## config.mk

```make
export PLATFORM = sky130hd
export DESIGN_NAME = cache_req_initiator
export DESIGN_NICKNAME = d
export VERILOG_FILES = /design/src/rtl/cache_req_initiator.sv
export SDC_FILE = /design/constraint.sdc
export NUM_CORES = 1
export LEC_CHECK = 0
export BUFFER_PORTS_ARGS = -buffer_cell sky130_fd_sc_hd__buf_2
export CORE_MARGIN = 2
export CORE_UTILIZATION = 50
export CTS_CLUSTER_DIAMETER = 100
export CTS_CLUSTER_SIZE = 40
export DETAILED_ROUTE_END_ITERATION = 6
export GPL_ROUTABILITY_DRIVEN = 0
export GPL_TIMING_DRIVEN = 0
export PLACE_DENSITY_LB_ADDON = 0.15
export SLEW_MARGIN = 10
export SYNTH_ARGS = -nofsm -noshare
export SYNTH_HDL_FRONTEND = slang
export SYNTH_SLANG_ARGS = --single-unit
```

## constraint.sdc

```tcl
create_clock -name clk -period 4 [get_ports clk]
set_input_delay 0.6 -clock clk [delete_from_list [all_inputs] [get_ports clk]]
set_output_delay 0.6 -clock clk [all_outputs]
set_load 0.005 [all_outputs]
```

## src/rtl/cache_req_initiator.sv

```systemverilog
// CPU-side request initiator for the cache controller.
// Accepts one CPU request at a time, issues it to the cache as a single-cycle
// re/we strobe, then waits for cache_done (or a timeout) and returns a
// one-cycle response carrying read data or an error flag.
module cache_req_initiator #(
    parameter int ADDR_WIDTH = 8,
    parameter int DATA_WIDTH = 8,
    parameter int TIMEOUT    = 15
) (
    input  logic                  clk,
    input  logic                  rst,
    input  logic                  cpu_valid,
    output logic                  cpu_ready,
    input  logic                  cpu_we,
    input  logic [ADDR_WIDTH-1:0] cpu_addr,
    input  logic [DATA_WIDTH-1:0] cpu_wdata,
    output logic                  resp_valid,
    output logic [DATA_WIDTH-1:0] resp_rdata,
    output logic                  resp_err,
    output logic                  cache_re,
    output logic                  cache_we,
    output logic [ADDR_WIDTH-1:0] cache_addr,
    output logic [DATA_WIDTH-1:0] cache_wdata,
    input  logic [DATA_WIDTH-1:0] cache_rdata,
    input  logic                  cache_done,
    output logic                  busy
);

    localparam int              CNT_W    = $clog2(TIMEOUT);
    localparam logic [CNT_W-1:0] CNT_LAST = CNT_W'(TIMEOUT - 1);

    typedef enum logic [1:0] {
        IDLE  = 2'd0,
        ISSUE = 2'd1,
        WAIT  = 2'd2,
        RESP  = 2'd3
    } state_t;

    state_t           state;
    state_t           state_next;
    logic             we_q;      // captured request direction
    logic [CNT_W-1:0] wait_cnt;  // cycles spent in WAIT
    logic             accept;    // handshake completes this cycle
    logic             timeout;   // last permitted WAIT cycle

    assign timeout = (wait_cnt == CNT_LAST);

    // State register with synchronous active-low reset.
    always_ff @(posedge clk) begin
        // NOTE: sequential state uses non-blocking assignments so every flop
        // samples pre-edge values regardless of block evaluation order.
        if (!rst) begin
            state <= IDLE;
        end else begin
            state <= state_next;
        end
    end

    // Next-state logic and state-decoded outputs (strobes, handshake, busy).
    always_comb begin
        // NOTE: every signal driven here gets a default first, so no branch
        // can leave one unassigned and infer a latch.
        state_next = state;
        accept     = 1'b0;
        cpu_ready  = 1'b0;
        cache_re   = 1'b0;
        cache_we   = 1'b0;
        resp_valid = 1'b0;
        busy       = 1'b1;
        unique case (state)
            IDLE: begin
                busy      = 1'b0;
                // Held low while reset is asserted so no request is taken.
                cpu_ready = rst;
                accept    = cpu_valid && rst;
                if (accept) begin
                    state_next = ISSUE;
                end
            end
            ISSUE: begin
                cache_re   = ~we_q;
                cache_we   = we_q;
                state_next = WAIT;
            end
            WAIT: begin
                if (cache_done || timeout) begin
                    state_next = RESP;
                end
            end
            RESP: begin
                resp_valid = 1'b1;
                state_next = IDLE;
            end
        endcase
    end

    // Request capture, WAIT counter and response data/error registers.
    always_ff @(posedge clk) begin
        if (!rst) begin
            we_q        <= 1'b0;
            cache_addr  <= '0;
            cache_wdata <= '0;
            wait_cnt    <= '0;
            resp_rdata  <= '0;
            resp_err    <= 1'b0;
        end else begin
            // Address and write data stay frozen from ISSUE until the next accept.
            if (accept) begin
                we_q        <= cpu_we;
                cache_addr  <= cpu_addr;
                cache_wdata <= cpu_wdata;
            end

            // Counter saturates at TIMEOUT-1 because WAIT leaves on that value.
            if (state == ISSUE) begin
                wait_cnt <= '0;
            end else if (state == WAIT && !cache_done && !timeout) begin
                wait_cnt <= wait_cnt + 1'b1;
            end

            // Done takes priority over a coincident timeout.
            if (state == WAIT) begin
                if (cache_done) begin
                    resp_rdata <= we_q ? '0 : cache_rdata;
                    resp_err   <= 1'b0;
                end else if (timeout) begin
                    resp_rdata <= '0;
                    resp_err   <= 1'b1;
                end
            end
        end
    end

endmodule

```

==> results of run 1 <==
==> registers in the layout, indices dropped and copies added, names as in the netlist <==
register / cells
cache_wdata: 8
cache_addr: 8
resp_err: 1
wait_cnt: 4
we_q: 1
resp_rdata: 8
state: 2
==> layout make-up <==
class	count	area share
inverter	7	0.0150
timing repair buffer	57	0.163
clock buffer	6	0.0236
clock inverter	1	0.00286
multi-input combinational	113	0.376
sequential	32	0.366
tap	31	0.0222
buffer	11	0.0315
==> cell families after synthesis <==
logic type / count (synthesis) / synth area share
DFF: 32 / 0.465
muxes: 9 / 0.0653
adders and majority gates: 7 / 0.0635
AOI/OAI and AO/OA: 29 / 0.138
buffers and inverters: 18 / 0.0590
and+or+nand+nor: 68 / 0.210
==> metrics by stage <==
stage | hold slack (ns) | cells | setup WS, ns
global route | 0.476 | 258 | 1.90
detailed placement | 0.441 | 251 | 1.96
CTS | 0.455 | 258 | 1.96
floorplan | 0.438 | 163 | 2.25
finish | 0.450 | 258 | 1.97
global placement | 0.426 | 251 | 2.00
==> critical path: cells and delay by family <==
kind / cells / cell delay [ns]
AND/OR/NAND/NOR: 1 / 0.19
buffers and inverters: 3 / 0.63
==> metal layers <==
layer	vias to the layer above	part of all wire
met3	4	0.071
met1	548	0.42
met4	0	0.0092
met5	-	0
met2	45	0.50
li1	662	-
==> power groups by stage <==
stage / clock network (W) / logic (W) / registers (W)
2_1_floorplan: 0 / 0.000146 / 0.000412
3_3_place_gp: 0 / 0.000240 / 0.000407
3_5_place_dp: 0 / 0.000252 / 0.000411
4_1_cts: 0.000172 / 0.000253 / 0.000404
5_1_grt: 0.000184 / 0.000289 / 0.000412
6_report: 0.000164 / 0.000249 / 0.000404
==> how the worst max path moves through the flow <==
stage          depth (start not counted)  slack (ns)  start        end
3_3_place_gp                           4        2.00    rst  cpu_ready
3_5_place_dp                           4        1.96    rst  cpu_ready
5_1_grt                                4        1.90    rst  cpu_ready
6_report                               4        1.97    rst  cpu_ready
2_1_floorplan                          3        2.25    rst  cpu_ready
4_1_cts                                4        1.96    rst  cpu_ready
==> layout by cell type, fill, tap and decap left out <==
cell type	instances
buf_2	61
nand2_1	55
dfxtp_1	32
o21ai_0	14
mux2i_1	9
inv_1	7
ha_1	7
clkbuf_1	5
clkbuf_4	5
a21oi_1	4
o21ai_1	3
and2_1	2
nor2b_1	2
nand2b_1	2
a311oi_1	2
and3_1	1
a31oi_4	1
and3b_1	1
buf_1	1
buf_6	1
clkbuf_2	1
and3_2	1
a311o_1	1
nor3b_1	1
nand4_1	1
nor2_1	1
a41o_2	1
a21o_2	1
nand3_1	1
o31a_1	1
o21a_1	1
clkinv_2	1
==> results.py, run 1 <==
metrics = {
    "timing": {
        "tightest_slew_ns": 0.452,
        "max-slew-margin-rel": 0.698,
        "setup-violations-final": 0,
        "setup_tns_ns": 0,
        "finalCritPeriodShare": 0.507,
        "slew_viol_final": 0,
        "hold_viol": 0,
        "max_freq_mhz": 493,
        "rsz0062_at_grt": "no",
        "period_minus_slack_ns": 2.03,
        "skew_ns": 0.00267,
    },
    "yosys": {
        "synth-main-ff-cell": "dfxtp_1",
        "synth_most_common_cell": "nand2_1",
        "yosysSeqAreaShare": 0.465,
        "synthCells": 163,
        "synth_enable_flop_cells": 0,
        "ys_ff_latch": 32,
        "avgSynthCellArea_um2": 8.46,
        "synthArstFlopShare": 0,
        "netlist_top_cells_count": "55 x nand2_1, 32 x dfxtp_1, 14 x o21ai_0",
        "syn_area_um2": 1380,
        "ys_warn_count": 0,
        "synth_cell_types": 30,
        "netlist_top_cells_area": "dfxtp_1 46%, nand2_1 15%, mux2i_1 6.5%, ha_1 6.4%, o21ai_0 5.1%",
        "synth.largest_area_cell": "dfxtp_1",
        "syn_nets": 199,
        "yosysTopAreaCellShare": 0.465,
    },
    "floorplanning": {
        "pin_count": 59,
        "die_height_um": 56.5,
        "fp.dieW_um": 56.5,
        "rows": 19,
        "start_util": 0.513,
        "coreArea_um2": 2690,
        "die_area_um2": 3190,
    },
    "global_route": {
        "antenna_found_initial": 0,
        "grt_pass1_wl_um": 5220,
        "overflow": 0,
        "grt.busiest_layer": "met2",
        "grt_usage": 0.207,
        "use_met3": 0.0553,
        "grt_max_degree": 11,
        "met1_usage": 0.246,
        "grt_pass1_vias": 1204,
        "use_met2": 0.354,
    },
    "worst_setup_path": {
        "r2r-end": "resp_rdata[1]",
        "worstPathArrival_ns": 1.43,
        "cp_max_fo": 10,
        "crit_path_frequent_cell": "buf_2",
        "required_ns": 3.40,
        "r2r_cells": 6,
        "crit_path_cell_trace": "buf_2 -> clkbuf_1 -> and2_1 -> buf_2",
        "critPathKind": "in2out",
        "startpoint_type": "input port",
        "r2r_start": "wait_cnt[0]",
        "cp-end-kind": "output pin",
        "max_stage_delay_ns": 0.38,
        "rrSetupSlack_ns": 2.39,
        "worst_path_max_delay_cell": "clkbuf_1",
    },
    "worst_hold_path": {
        "hold_end": "resp_err",
        "hold_class": "reg2reg",
        "worst_hold_path.num_cells": 2,
        "min_from": "resp_err",
    },
    "drt": {
        "first_pass_iters": 4,
        "dr_total_vias": 1259,
        "drc": 0,
        "wl_per_cell_um": 11.4,
        "vias_per_cell": 4.88,
        "drt-initial-drc-count": 50,
        "final_antenna_net_count": 0,
        "wirelength_um": 2940,
    },
    "power_and_ir_drop": {
        "p_clk_frac": 0.201,
        "p_seq_frac": 0.494,
        "leakagePower_nw": 0.890,
        "p_comb_frac": 0.304,
        "intPower_w": 0.000554,
        "switching_share": 0.321,
        "ir_drop_uv": 370,
        "p_total_w": 0.000816,
        "p_sw_w": 0.000262,
        "power.density_nw_per_um2": 467,
    },
    "final_layout": {
        "fin_area_um2": 1750,
        "multiInputGateArea_um2": 657,
        "regArea_um2": 641,
        "final_net_count": 263,
        "drive_above_1_share": 0.322,
        "final_util": 0.651,
        "syn_to_final_growth_pct": 26.9,
        "fill_cells": 255,
        "n_antenna_cell": 0,
    },
    "clock_tree": {
        "holdBufCountCts": 0,
        "clk_latency_ns": 0.32,
        "cts_buffers": 5,
        "cts_buffer_depth": 2,
        "root_buffer": "clkbuf_4",
        "clkTransAtPathRegs_ns": 0.09,
        "post-cts-setup-buffer-count": 0,
        "post_cts_resized": 0,
        "cts_tree": "yes",
        "cts.sinks": 32,
        "h-tree-depth": 2,
    },
    "placement": {
        "post_dp_cell_area_um2": 1700,
        "hpwl_um": 2330,
        "numPortBuffers": 57,
    },
    "run_status": {
        "status": "finished, final reports clean",
    },
    "run": {
        "cap_violations": 0,
    },
}
No activity file was read; power rests on OpenSTA's default activity.
==> run 2, diff against run 1 <==
ABC_AREA = 1   (was not set)
CORE_UTILIZATION = 47   (was 50)
clock period = 1.93 ns   (was 4 ns; I/O delays follow)
==> run 2 against run 1 <==
Critical path depth is 2 higher. Synthesized cell count grew 19%. Largest power group unchanged. Highest routed layer unchanged. Sequential power increased by 120%. Clock power rose to 3.1 times the previous value. Sequential cell count did not move. First-iteration DRC count rose by 12%.
==> results.py, run 2 <==
metrics = {
    "run_status": {
        "status": "finished, final reports clean",
    },
    "final_layout": {
        "final_net_count": 298,
        "final_util": 0.636,
        "syn_to_final_growth_pct": 30.5,
        "reg_top3": "cache_addr: 8 flops, cache_wdata: 8 flops, resp_rdata: 8 flops",
        "fin_area_um2": 1930,
        "n_antenna_cell": 0,
        "drive_above_1_share": 0.346,
        "stdcell_count": 307,
        "final_common_cell": "buf_2",
        "layout_common_cells": "62 x buf_2, 47 x nand2_1, 42 x nand3_1, 31 x dfxtp_1, 20 x nor2_1",
        "fill_cells": 308,
    },
    "worst_hold_path": {
        "hold_class": "in2reg",
        "hold_end": "cache_addr[3]",
        "min_from": "cpu_addr[3]",
        "worst_hold_path.num_cells": 3,
    },
    "yosys": {
        "synth.largest_area_cell": "dfxtp_1",
        "synthCells": 194,
        "synth_cell_types": 22,
        "synth_simple_gate_area_frac": 0.364,
        "netlist_top_cells_area": "dfxtp_1 43%, nand3_1 14%, nand2_1 12%, ha_1 5.9%, nor2_1 5.1%",
        "syn_nets": 230,
        "synth_most_common_cell": "nand2_1",
        "avgSynthCellArea_um2": 7.61,
        "netlist_top_cells_count": "47 x nand2_1, 42 x nand3_1, 32 x dfxtp_1",
        "synth-main-ff-cell": "dfxtp_1",
        "yosysTopAreaCellShare": 0.434,
        "synth_fa_ha_area_frac": 0.0593,
        "synth_mux_area_frac": 0,
        "synthXorXnorAreaFrac": 0.00593,
        "synthArstFlopShare": 0,
        "synth_enable_flop_cells": 0,
        "synth_compound_area_frac": 0.0517,
        "yosysSeqAreaShare": 0.434,
        "synth_top_family_by_area": "simple AND/OR/NAND/NOR gates",
        "ys_ff_latch": 32,
        "syn_area_um2": 1480,
        "ys_warn_count": 0,
    },
    "power_and_ir_drop": {
        "ir_drop_uv": 617,
        "p_sw_w": 0.000703,
        "leakagePower_nw": 1.04,
        "power.density_nw_per_um2": 1100,
        "p_seq_frac": 0.415,
        "p_comb_frac": 0.349,
        "intPower_w": 0.00142,
        "switching_share": 0.331,
        "p_clk_frac": 0.236,
    },
    "timing": {
        "tightest_slew_ns": 0.241,
        "setup_ws_ns": 0.148,
        "setup-violations-final": 0,
        "skew_ns": 0.00777,
        "finalCritPeriodShare": 0.923,
        "slew_viol_final": 0,
        "max-slew-margin-rel": 0.838,
        "period_minus_slack_ns": 1.78,
        "max_freq_mhz": 561,
        "rsz0062_at_grt": "no",
        "hold_viol": 0,
        "setup_tns_ns": 0,
    },
    "clock_tree": {
        "root_buffer": "clkbuf_4",
        "clkTransAtPathRegs_ns": 0.10,
        "cts_buffers": 5,
        "clk_latency_ns": 0.33,
        "holdBufCountCts": 0,
        "cts_tree": "yes",
        "h-tree-depth": 2,
        "cts.sinks": 32,
        "cts_buffer_depth": 2,
    },
    "placement": {
        "numPlacedInstances": 295,
        "post_dp_cell_area_um2": 1820,
        "hpwl_um": 2250,
        "numPortBuffers": 57,
        "place_ws_ns": 0.442,
    },
    "global_route": {
        "grt_pass1_vias": 1201,
        "grt_max_degree": 11,
        "overflow": 0,
        "grt_pass1_wl_um": 4820,
        "antenna_found_initial": 0,
        "grt_usage": 0.180,
    },
    "worst_setup_path": {
        "r2r_cells": 9,
        "worstPathArrival_ns": 1.49,
        "r2r_start": "state[0]",
        "required_ns": 1.64,
        "critPathKind": "reg2out",
        "startpoint_type": "flip-flop",
        "rrSetupSlack_ns": 0.51,
        "cp-end-kind": "output pin",
        "cp_max_fo": 10,
        "r2r-end": "cache_wdata[5]",
    },
    "drt": {
        "drc": 0,
        "dr_total_vias": 1425,
        "drt-initial-drc-count": 56,
        "vias_per_cell": 4.64,
        "first_pass_iters": 4,
        "wirelength_um": 3090,
        "final_antenna_net_count": 0,
        "wl_per_cell_um": 10.0,
    },
    "floorplanning": {
        "start_util": 0.488,
        "fp.dieW_um": 60.0,
        "coreArea_um2": 3030,
        "rows": 20,
        "die_area_um2": 3610,
        "pin_count": 59,
        "die_height_um": 60.0,
    },
    "run": {
        "cap_violations": 0,
    },
}
run 2: per-stage QoR:
| stage | hold WS [ns] | power (W) |
|---|---|---|
| 2_1_floorplan | 0.428 | 0.00135 |
| 3_3_place_gp | 0.452 | 0.00159 |
| 3_5_place_dp | 0.454 | 0.00160 |
| 4_1_cts | 0.160 | 0.00211 |
| 5_1_grt | 0.155 | 0.00228 |
| 6_report | 0.169 | 0.00213 |
run 2: layer usage:
metal / global-route usage / part of all wire / wire, µm / up-vias
met2: 0.286 / 0.47 / 1440 / 42
met1: 0.220 / 0.47 / 1440 / 616
met3: 0.0498 / 0.056 / 173 / 4
li1: - / - / - / 763
met5: 0 / 0 / 0 / -
met4: 0.0952 / 0.011 / 34 / 0
run 2: area by class of cell:
class | instances | area (µm²) | share of cell area
buffer | 10 | 77.6 | 0.0403
clock buffer | 6 | 41.3 | 0.0214
clock inverter | 2 | 35.0 | 0.0182
inverter | 12 | 50.0 | 0.0260
multi-input combinational | 140 | 711 | 0.369
sequential | 32 | 642 | 0.333
tap | 44 | 55.1 | 0.0286
timing repair buffer | 61 | 315 | 0.164
run 2: timing repair:
action	in CTS	in global routing
buffers inserted	0	4
endpoints found under the setup margin	0	1
gates resized for setup	0	2
run 2: worst max-delay path: stages, from the launching register on:
cell	delay (ns)
dfxtp_1	0.37
inv_1	0.10
ha_1	0.24
nand2_1	0.11
inv_4	0.06
buf_4	0.17
buf_2	0.13
run 2: power by group through the flow:
stage	clock network, W	registers, W	logic [W]
global placement	0	0.000894	0.000699
detailed placement	0	0.000895	0.000710
finish	0.000503	0.000882	0.000742
floorplan	0	0.000901	0.000449
CTS	0.000516	0.000881	0.000710
global route	0.000543	0.000899	0.000840
run 2: kinds of logic after synthesis:
family,after synthesis
AND/OR/NAND/NOR,118
XOR/XNOR,1
buffers and inverters,22
adder cells (fa/ha/maj),7
flip-flops,32
AO/OA/AOI/OAI,14
run 2: worst max path at each step:
stage | from | end | cells past startpoint | slack [ns]
2_1_floorplan | state[0] | cpu_ready | 5 | 0.69
3_3_place_gp | state[0] | cpu_ready | 6 | 0.44
3_5_place_dp | state[0] | cpu_ready | 6 | 0.44
4_1_cts | state[0] | cpu_ready | 6 | 0.06
5_1_grt | state[0] | cpu_ready | 6 | 0.03
6_report | state[0] | cpu_ready | 6 | 0.15
==> run 3, diff against run 2 <==
ABC_AREA = not set   (was 1)
CORE_UTILIZATION = 46   (was 47)
==> run 3 against run 2 <==
The flow now finishes with violations (DRC). Sequential cell count unchanged. Routed wire length decreased by 1.2%. First-iteration DRC count decreased by 1.8%. Via count decreased by 9.6%. Power decreased by 13%. Clock skew decreased by 0.0014 ns. Hold slack got worse by 0.017 ns. Sequential share of layout area increased by 2.7 points. Sequential power decreased by 5.2%. Critical endpoint is now cache_we. Largest power group unchanged. Highest routed layer unchanged.
==> results.py, run 3 (same netlist as run 1, synthesis figures left out) <==
metrics = {
    "worst_setup_path": {
        "startpoint_type": "flip-flop",
        "crit_path_cell_trace": "inv_1 -> ha_1 -> and2_1 -> buf_2",
        "startpoint": "state[1]",
        "r2r_start": "wait_cnt[0]",
        "max_stage_delay_ns": 0.39,
        "worstPathArrival_ns": 1.32,
        "required_ns": 1.64,
        "critPathKind": "reg2out",
        "cp-end-kind": "output pin",
        "cp_max_fo": 4,
        "rrSetupSlack_ns": 0.36,
        "worst_path_max_delay_cell": "dfxtp_1",
    },
    "run_status": {
        "status": "finished, violations left",
        "violations": "DRC",
    },
    "floorplanning": {
        "pin_count": 59,
        "rows": 19,
        "fp.dieW_um": 58.8,
        "die_area_um2": 3450,
        "start_util": 0.492,
        "coreArea_um2": 2810,
        "die_height_um": 58.8,
    },
    "global_route": {
        "grt_pass1_vias": 1229,
        "overflow": 0,
        "grt_pass1_wl_um": 5220,
        "grt_usage": 0.196,
        "antenna_found_initial": 0,
        "grt_max_degree": 11,
    },
    "timing": {
        "tightest_slew_ns": 0.446,
        "max_freq_mhz": 620,
        "slew_viol_final": 0,
        "setup_tns_ns": 0,
        "setup_ws_ns": 0.318,
        "setup-violations-final": 0,
        "period_minus_slack_ns": 1.61,
        "hold_viol": 0,
        "finalCritPeriodShare": 0.835,
        "max-slew-margin-rel": 0.703,
        "skew_ns": 0.00637,
        "rsz0062_at_grt": "no",
    },
    "worst_hold_path": {
        "hold_class": "in2reg",
        "min_from": "cpu_addr[3]",
    },
    "drt": {
        "vias_per_cell": 4.97,
        "top_layer_used": "met4",
        "dr_total_vias": 1288,
        "m1WireLength_um": 1360,
        "drc": 7,
        "wl_met3_um": 264,
        "wl_met2_um": 1410,
        "final_antenna_net_count": 0,
        "drt-initial-drc-count": 55,
        "first_pass_iters": 6,
        "wl_per_cell_um": 11.8,
        "wirelength_um": 3050,
    },
    "clock_tree": {
        "cts_tree": "yes",
        "cts_buffers": 5,
        "post_cts_resized": 0,
        "cts_buffer_depth": 2,
        "cts.sinks": 32,
        "root_buffer": "clkbuf_4",
        "h-tree-depth": 2,
        "post-cts-setup-buffer-count": 0,
        "clkTransAtPathRegs_ns": 0.10,
        "holdBufCountCts": 0,
        "clk_latency_ns": 0.32,
    },
    "run": {
        "cap_violations": 0,
    },
    "final_layout": {
        "fill_cells": 271,
        "layout_common_cells": "61 x buf_2, 55 x nand2_1, 32 x dfxtp_1, 14 x o21ai_0, 9 x mux2i_1",
        "fin_area_um2": 1780,
        "final_net_count": 263,
        "n_antenna_cell": 0,
        "final_common_cell": "buf_2",
        "syn_to_final_growth_pct": 29.0,
        "reg_top3": "cache_addr: 8 flops, cache_wdata: 8 flops, resp_rdata: 8 flops",
        "drive_above_1_share": 0.325,
    },
    "placement": {
        "place_ws_ns": 0.389,
        "numPortBuffers": 57,
        "post_dp_cell_area_um2": 1700,
        "hpwl_um": 2300,
    },
    "power_and_ir_drop": {
        "power.density_nw_per_um2": 1040,
        "ir_drop_uv": 695,
        "p_total_w": 0.00185,
        "leakagePower_nw": 0.905,
    },
}
## run 3: cell count changes in the layout (fill, tap and decap cells not counted), sizes merged, moves of 5 or more
| cell | delta |
|---|---|
| a21oi | -7 |
| buf | -8 |
| clkbuf | +5 |
| inv | -5 |
| mux2i | +9 |
| nand2 | +5 |
| nand3 | -42 |
| nor2 | -22 |
| o21ai | +15 |
## run 3: cell type report
class	instances	area, µm²	area share
Buffer	11	55.1	0.0309
Clock buffer	6	41.3	0.0232
Clock inverter	2	35.0	0.0197
Inverter	7	26.3	0.0148
Multi-Input combinational cell	113	657	0.369
Sequential cell	32	641	0.360
Tap cell	31	38.8	0.0218
Timing Repair Buffer	57	285	0.160
## run 3: through the flow
| step | hold slack, ns | util | cells |
|---|---|---|---|
| detailed placement | 0.431 | 0.607 | 251 |
| CTS | 0.142 | 0.634 | 259 |
| global placement | 0.426 | 0.607 | 251 |
| finish | 0.153 | 0.634 | 259 |
| floorplan | 0.398 | - | 163 |
| global route | 0.150 | 0.634 | 259 |
## run 3: per-layer routing
layer | global-route usage | vias to the layer above
li1 | - | 661
met1 | 0.245 | 576
met2 | 0.319 | 47
met3 | 0.0703 | 4
met4 | 0.0519 | 0
met5 | 0 | -
## run 3: final timing paths
kind / end / depth (start not counted)
max: cache_we / 4
min: cache_addr[3] / 3
max reg2reg: resp_rdata[6] / 6
min reg2reg: resp_err / 2
## run 3: worst max-delay path: cells and delay by family (launching register included)
family | cells | cell delay [ns]
buffers and inverters | 2 | 0.22
AND/OR/NAND/NOR | 1 | 0.17
adder cells (fa/ha/maj) | 1 | 0.22
flip-flops | 1 | 0.39
## run 3: power by group
part / switching [W] / internal [W] / total [W]
registers: 0.0000644 / 0.000771 / 0.000836
logic: 0.000276 / 0.000242 / 0.000518
clock network: 0.000227 / 0.000272 / 0.000499
